[config.mk]
export PLATFORM = sky130hd
export DESIGN_NAME = fetch_unit
export DESIGN_NICKNAME = d
export VERILOG_FILES = /design/src/rtl/fetch_unit.sv
export SDC_FILE = /design/constraint.sdc
export NUM_CORES = 1
export LEC_CHECK = 0
export BUFFER_PORTS_ARGS = -buffer_cell sky130_fd_sc_hd__buf_2
export CORE_ASPECT_RATIO = 0.75
export CORE_MARGIN = 3
export CORE_UTILIZATION = 30
export DETAILED_ROUTE_END_ITERATION = 10
export PLACE_DENSITY = 0.61
export SLEW_MARGIN = 20
export SYNTH_ARGS = -nofsm -noshare
export SYNTH_HDL_FRONTEND = slang
export SYNTH_SLANG_ARGS = --single-unit
[constraint.sdc]
create_clock -name clk -period 4 [get_ports clk]
set_input_delay 0.4 -clock clk [delete_from_list [all_inputs] [get_ports clk]]
set_output_delay 0.4 -clock clk [all_outputs]
set_load 0.02 [all_outputs]
[src/rtl/fetch_unit.sv]
// Instruction fetch stage: owns the PC, issues one instruction-memory request
// at a time, holds the returned word for decode and handles PC redirects,
// dropping any response made stale by a redirect.
module fetch_unit #(
  parameter int              XLEN     = 64,
  parameter logic [XLEN-1:0] RESET_PC = '0
) (
  input  logic            clk,
  input  logic            rst,
  output logic            imem_req_valid,
  input  logic            imem_req_ready,
  output logic [XLEN-1:0] imem_req_addr,
  input  logic            imem_resp_valid,
  input  logic [31:0]     imem_resp_data,
  output logic            instr_valid,
  input  logic            instr_ready,
  output logic [31:0]     instruction,
  output logic [XLEN-1:0] instr_pc,
  input  logic            redirect_valid,
  input  logic [XLEN-1:0] redirect_pc
);

  // REQ: request on the bus, WAIT: request accepted and response pending,
  // HOLD: instruction presented to decode, KILL: waiting to drop a stale response.
  typedef enum logic [1:0] {
    REQ  = 2'd0,
    WAIT = 2'd1,
    HOLD = 2'd2,
    KILL = 2'd3
  } state_t;

  state_t          state;
  state_t          state_nxt;
  logic [XLEN-1:0] pc;
  logic [XLEN-1:0] pc_nxt;
  logic            instr_valid_nxt;
  logic [31:0]     instruction_nxt;
  logic [XLEN-1:0] instr_pc_nxt;
  logic [XLEN-1:0] redirect_target;

  // The low two bits of a redirect target are forced to zero so fetches stay word aligned.
  assign redirect_target = {redirect_pc[XLEN-1:2], 2'b00};

  // The request is only offered in REQ, and never while reset is held.
  assign imem_req_valid = (state == REQ) && !rst;
  assign imem_req_addr  = pc;

  // Next-state and datapath decisions; a redirect overrides every other event.
  always_comb begin
    state_nxt       = state;
    pc_nxt          = pc;
    instr_valid_nxt = instr_valid;
    instruction_nxt = instruction;
    instr_pc_nxt    = instr_pc;

    if (redirect_valid) begin
      pc_nxt          = redirect_target;
      instr_valid_nxt = 1'b0;
      case (state)
        REQ:     state_nxt = imem_req_ready  ? KILL : REQ;
        WAIT:    state_nxt = imem_resp_valid ? REQ  : KILL;
        HOLD:    state_nxt = REQ;
        KILL:    state_nxt = imem_resp_valid ? REQ  : KILL;
        default: state_nxt = REQ;
      endcase
    end else begin
      case (state)
        REQ: begin
          if (imem_req_ready) begin
            state_nxt = WAIT;
          end
        end
        WAIT: begin
          if (imem_resp_valid) begin
            instruction_nxt = imem_resp_data;
            instr_pc_nxt    = pc;
            instr_valid_nxt = 1'b1;
            pc_nxt          = pc + XLEN'(4);
            state_nxt       = HOLD;
          end
        end
        HOLD: begin
          if (instr_ready) begin
            instr_valid_nxt = 1'b0;
            state_nxt       = REQ;
          end
        end
        KILL: begin
          if (imem_resp_valid) begin
            state_nxt = REQ;
          end
        end
        default: state_nxt = REQ;
      endcase
    end
  end

  // State and datapath registers with synchronous reset to the boot PC.
  always_ff @(posedge clk) begin
    if (rst) begin
      state       <= REQ;
      pc          <= RESET_PC;
      instr_valid <= 1'b0;
      instruction <= '0;
      instr_pc    <= '0;
    end else begin
      state       <= state_nxt;
      pc          <= pc_nxt;
      instr_valid <= instr_valid_nxt;
      instruction <= instruction_nxt;
      instr_pc    <= instr_pc_nxt;
    end
  end

endmodule

==> results of run 1 <==
[critical path, delay by kind of cell, from the launching register on]
family / cells / cell delay (ns)
simple gates: 5 / 1.87
compound gates: 1 / 0.25
flops: 1 / 0.49
[through the flow]
step	utilization, %	cells	total power [µW]	worst slack [ns]
3_5_place_dp	37.6	1370	2120	1.31
6_report	40.0	1403	3600	1.28
4_1_cts	40.0	1402	3650	1.28
2_1_floorplan	-	873	1960	1.73
5_1_grt	40.0	1403	3750	1.06
3_3_place_gp	37.6	1370	2120	1.33
[where the power goes]
part	switching, µW	total (µW)	internal, µW
sequential	82.1	1720	1640
combinational	226	362	136
clock	715	1510	800
total	1020	3600	2570
[layout make-up]
class                      count  area share, %
antenna                        1         0.0280
clock buffer                  17           4.76
clock inverter                15           1.26
inverter                      10          0.420
multi-input combinational    643           38.7
sequential                   159           35.6
tap                          294           4.11
timing repair buffer         264           15.1
[metal layers]
metal / vias up / GRT usage [%] / wire [µm]
li1: 3412 / - / -
met4: 4 / 4.48 / 274
met5: - / 0 / 21
met3: 27 / 5.33 / 1680
met2: 199 / 27.2 / 10300
met1: 3223 / 23.9 / 10700
[sequential cells by signal, indices dropped and copies added (netlist names)]
register and flops:
instr_valid 1, instr_pc 62, instruction 32, imem_req_addr 62
state 2
[cell usage after synthesis (4+ instances only)]
library cell and number:
a211oi_1 25, a21oi_1 115, a22o_1 5, a311oi_1 7
and2_1 5, and3_1 9, and4_1 7, buf_1 8
buf_2 5, buf_4 4, clkbuf_1 44, dfxtp_1 159
inv_1 10, mux2i_1 9, nand2_1 233, nand3_1 16
nand4_1 15, nor2_1 63, nor3_1 14, nor4_1 13
nor4_2 4, o21ai_0 9, or3_1 10, xnor2_1 30
xor2_1 22
[worst paths after layout]
kind                       endpoint
setup reg to reg  imem_req_addr[45]
hold reg to reg        instr_pc[60]
hold / removal    imem_req_addr[42]
setup / recovery  imem_req_addr[45]
[cells by family after synthesis]
family                   count (synthesis)
AND/OR/NAND/NOR                        409
buffers and inverters                   71
flip-flops                             159
multiplexers                             9
AO/OA/AOI/OAI                          168
XOR/XNOR                                52
adder cells (fa/ha/maj)                  1
other                                    1
==> summary.md, run 1 <==
| Metric | Value |
|---|---|
| Status | `completed` |
| Footprint of the multi-input gates | `0.00346 mm²` |
| Placed instance area | `0.00840 mm²` |
| Number of synthesized flops with an enable pin | `0` |
| Chip width | `181 µm` |
| Clk_lat worst skew | `0.42 ns` |
| Most common cell after layout, fill and taps aside | `buf_2` |
| Non-Filler Cell Area, Final | `0.00894 mm²` |
| CP max stage cell | `dfxtp_1` |
| Final Slew Violations | `0` |
| Critical path required time | `4.33 ns` |
| Synth area leader | `dfxtp_1` |
| Maximum VDD drop | `231 µV` |
| Crit Path Class | `flip-flop to flip-flop` |
| Cell variety after synth | `46` |
| DRC viols | `0` |
| Die area | `0.0249 mm²` |
| Pwr dens | `402 mW/mm²` |
| Worst-path fanout max | `16` |
| Final Routed Wirelength | `23000 µm` |
| Buffers on Ports | `257` |
| Vias per std cell | `4.89` |
| Crit end category | `flip-flop` |
| Clock Path Buffers | `2` |
| Worst setup startpoint | `state[0]` |
| Ys flop type | `dfxtp_1` |
| Clock slew seen by the registers of the worst setup and hold paths | `0.07 ns` |
| Layout area overhead | `29.5%` |
| Max Clock Freq | `368 MHz` |
| First-pass GRT wire length | `34800 µm` |
| Crit path largest cell delay | `0.49 ns` |
| Xor and xnor fraction of the mapped netlist area | `6.60%` |
| Setup Skew | `0.00755 ns` |
| Leakage | `0.00370 µW` |
| GPL Wtd Cong | `0.767` |
| Share of cells above drive strength 1 | `27.9%` |
| Crit path launch type | `flip-flop` |
| Crit path time final | `2.72 ns` |
| Largest net degree at the start of global routing | `95` |
| CTS Hold Bufs | `0` |
| Postcts setup bufs | `0` |
| Die Y | `137 µm` |
| Row count | `47` |
| Post-cts sizing count | `0` |
| RSZ-0062 raised after global routing | `false` |
| Sequential share of the synthesized area | `46.1%` |
| Largest family of logic cells by synthesized area | `simple AND/OR/NAND/NOR gates` |
| Fill cells | `2395` |
| Post-synth top area share | `46.1%` |
| Commonest non-fill, non-tap cells in the layout | `buf_2, nand2_1, dfxtp_1` |
| DRT iter0 DRCs | `356` |
| Hold Crit Class | `primary input to flip-flop` |
| Post-route ant nets | `0` |
| First-pass detailed-route iteration total | `5` |
| Worst Hold Launch | `redirect_pc[42]` |
| Post-Syn Instances | `870` |
| Num CTS Buffers | `17` |
| Via count | `6865` |
| Sink Count | `159` |
| Hold depth | `2` |
| Root buf cell | `clkbuf_16` |
| CTS tree | `yes` |
| GRT Total Usage | `17.5%` |
| Antenna violations before repair | `4` |
| Mean Syn Cell Area | `7.93 µm²` |
| Initial Utilization | `30.9%` |
| Fraction of synthesized area in multiplexers | `1.31%` |
| CP cell instances | `nand3b_1 -> nor4_4 -> nand4_4 -> or2_1 -> or4_1 -> a311oi_1` |
| Synth Cell Area | `0.00690 mm²` |
| Reg-to-reg startpoint | `state[0]` |
| Grt ovf | `0` |
| Setup violations, final | `0` |
| Reg2reg setup slack | `1.28 ns` |
| Setup TNS | `0 ns` |
| Compound-Gate Fraction of Synth Area | `14.0%` |
| Detail Placement HPWL | `16100 µm` |
| WHS | `0.201 ns` |
| Slew @ Worst Pin | `1.06 ns` |
| Final Hold Viols | `0` |
| Final net count | `1198` |
| Number of global-route vias before repair | `6158` |
| MaxCap Viol Count | `0` |
| Top cells by area, synth | `dfxtp_1, nand2_1, a21oi_1, xnor2_1, nor2_1` |
| Sequential cell area | `0.00318 mm²` |
| Final worst-path cycle share | `68.0%` |
| Core ar. | `0.0223 mm²` |
| Async S/R FF share, synth | `0%` |
| Routed len/inst | `16.4 µm` |
| Critical Path AT | `3.05 ns` |
| Adder-cell share of the synthesized area | `0.181%` |
| FF-to-FF path depth | `6` |
| CTS H-tree lvls | `4` |
| Simple-Gate Fraction of Synth Area | `27.6%` |
| Syn. warnings | `0` |
| Slew margin rel. | `29.0%` |
| #FFs+latches synth | `159` |
| Num ports | `264` |
No activity file was read; power rests on OpenSTA's default activity.
==> run 2: changes to the inputs <==
ABC_AREA = 1   (was unset)
PLACE_DENSITY = 0.62   (was 0.61)
clock period = 2.45 ns   (was 4 ns; I/O delays follow)
==> run 2 against run 1 <==
  * Fmax grew 26%
  * Synthesized cell count grew 32%
  * First-iteration DRC count up 69%
  * Sequential power up 65%
  * Largest cell class unchanged
  * Largest power group unchanged
==> summary.md, run 2 <==
| Metric | Value |
|---|---|
| Status | `completed` |
| Final net count | `1493` |
| Worst setup startpoint | `imem_req_addr[3]` |
| Cell count after placement | `1709` |
| Antenna violations before repair | `3` |
| RSZ-0062 raised after global routing | `false` |
| Most common cell after layout, fill and taps aside | `buf_2` |
| Crit Path Class | `flip-flop to flip-flop` |
| Initial Utilization | `30.9%` |
| Fin util | `39.7%` |
| Clock Path Buffers | `2` |
| Final worst-path cycle share | `87.9%` |
| Largest delay contributor family on the critical path | `simple AND/OR/NAND/NOR gates` |
| Most used cell along the critical path | `nand2_1` |
| Top-count cell post-synth | `nor2_1` |
| Final total power | `6270 µW` |
| Crit end category | `flip-flop` |
| Die area | `0.0280 mm²` |
| Async S/R FF share, synth | `0%` |
| Mean Syn Cell Area | `6.80 µm²` |
| Sink Count | `159` |
| Detail Placement HPWL | `22800 µm` |
| Num ports | `264` |
| Antenna cells | `0` |
| Slew margin rel. | `60.8%` |
| Largest net degree at the start of global routing | `132` |
| CP cell instances | `ha_1 -> nand2_2 -> nor2_2 -> nand2_1 -> nor2_4 -> nand3_2 -> clkinv_1 -> nand2_1 -> nand2_1 -> nand3b_1 -> nand2_1 -> inv_1` |
| Buffers on Ports | `257` |
| Post-cts sizing count | `0` |
| M1 WL | `14500 µm` |
| Slew @ Worst Pin | `0.588 ns` |
| Crit path launch type | `flip-flop` |
| CTS H-tree lvls | `4` |
| Clock slew seen by the registers of the worst setup and hold paths | `0.08 ns` |
| Final Slew Violations | `0` |
| Die Y | `146 µm` |
| Row count | `50` |
| CTS Hold Bufs | `0` |
| Non-filler instance count after layout | `1741` |
| Maximum VDD drop | `485 µV` |
| GRT Total Usage | `21.6%` |
| Share of cells above drive strength 1 | `25.9%` |
| Commonest non-fill, non-tap cells in the layout | `buf_2, nor2_1, nand2_1` |
| WP buf/inv | `2` |
| MaxCap Viol Count | `0` |
| Cell variety after synth | `51` |
| Final Routed Wirelength | `30800 µm` |
| Sequential share of the synthesized area | `40.8%` |
| Worst-path fanout max | `5` |
| CP max stage cell | `dfxtp_1` |
| Crit path largest cell delay | `0.41 ns` |
| Met2 wire length | `12800 µm` |
| Number of global-route vias before repair | `8050` |
| Postcts setup bufs | `0` |
| Most common library cells after synthesis | `nor2_1, nand2_1, dfxtp_1, o21ai_0, inv_1` |
| #FFs+latches synth | `159` |
| Reg-to-reg startpoint | `imem_req_addr[3]` |
| Pwr dens | `624 mW/mm²` |
| DRT iter0 DRCs | `601` |
| First-pass detailed-route iteration total | `5` |
| Hold Crit Class | `primary input to flip-flop` |
| Root buf cell | `clkbuf_16` |
| Worst Hold Launch | `imem_resp_data[9]` |
| Number of synthesized flops with an enable pin | `0` |
| Grt ovf | `0` |
| Core ar. | `0.0253 mm²` |
| Leakage | `0.00451 µW` |
| DRC viols | `0` |
| Final Hold Viols | `0` |
| Layout area overhead | `28.8%` |
| Post-Syn Instances | `1147` |
| Num CTS Buffers | `17` |
| WHS | `0.0181 ns` |
| GPL Wtd Cong | `0.937` |
| Syn. warnings | `0` |
| Synth area leader | `dfxtp_1` |
| Chip width | `192 µm` |
| Top Layer Used | `met5` |
| Vias per std cell | `4.93` |
| First-pass GRT wire length | `46700 µm` |
| Setup Skew | `0.0159 ns` |
| Post-route ant nets | `0` |
| Met3 wire length | `3060 µm` |
| Critical path required time | `2.80 ns` |
| Setup TNS | `0 ns` |
| Crit path time final | `2.15 ns` |
| Setup violations, final | `0` |
| Post-synth top area share | `40.8%` |
| Critical Path AT | `2.50 ns` |
| Clk_lat worst skew | `0.45 ns` |
| Max Clock Freq | `464 MHz` |
| Top cells by area, synth | `dfxtp_1, nor2_1, nand2_1, o21ai_0, nand3_1` |
| CTS tree | `yes` |
| Routed len/inst | `17.7 µm` |
| Via count | `8576` |
| Synth Cell Area | `0.00780 mm²` |
| Ys flop type | `dfxtp_1` |
run 2: cell types whose count changed after synthesis, sizes merged, moves of 12 or more:
cell	before	now
nor2	63	266
o21ai	9	78
a21oi	115	50
inv	10	74
nand3	18	64
xnor2	30	4
nor3	14	37
nand2	233	252
xor2	22	3
nor4	18	1
a211oi	25	9
clkbuf	44	31
a31oi	0	12
run 2: cell type report:
| type | count | area, µm² |
|---|---|---|
| clock inverter | 13 | 105 |
| multi-input combinational | 854 | 4070 |
| inverter | 78 | 293 |
| clock buffer | 19 | 453 |
| sequential | 159 | 3180 |
| tap | 338 | 423 |
| fill | 2737 | 15200 |
| timing repair buffer | 280 | 1520 |
run 2: cell families (layout without fill, tap and decap cells):
kind of cell	count (synthesis)	after routing	synth area share, %
other	1	4	0.0481
adder cells (fa/ha/maj)	1	1	0.160
flip-flops	159	159	40.8
AND/OR/NAND/NOR	655	655	36.9
XOR/XNOR	7	7	0.786
buffers and inverters	137	390	7.22
AO/OA/AOI/OAI	187	187	14.1
run 2: through the flow:
stage / setup WS (ns) / area, µm²
3_3_place_gp: 0.362 / 9490
3_5_place_dp: 0.327 / 9490
5_1_grt: 0.0790 / 10000
6_report: 0.296 / 10000
2_1_floorplan: 0.643 / 7810
4_1_cts: 0.323 / 10000
run 2: path summary, 6_finish.rpt:
kind	slack, ns	to	cells past startpoint
max reg2reg	0.30	imem_req_addr[48]	12
min	0.02	instruction[9]	3
max	0.30	imem_req_addr[48]	12
min reg2reg	0.46	instr_pc[11]	2
run 2: metal layers:
metal	vias to the layer above	global-route usage, %
li1	4232	-
met1	3971	30.9
met2	335	31.4
met3	32	7.08
met4	6	4.95
met5	-	0
run 2: power by group:
group / switching (µW) / leakage (µW) / internal [µW]
Clock: 1240 / 0.000263 / 1370
Sequential: 122 / 0.00130 / 2710
Combinational: 547 / 0.00295 / 293
run 2: worst register-to-register path, cell delays in order (launching register included):
cell and delay [ns]:
dfxtp_1 0.41, ha_1 0.21, nand2_2 0.10, nor2_2 0.15
nand2_1 0.15, nor2_4 0.28, nand3_2 0.26, clkinv_1 0.16
nand2_1 0.06, nand2_1 0.08, nand3b_1 0.08, nand2_1 0.07
inv_1 0.04
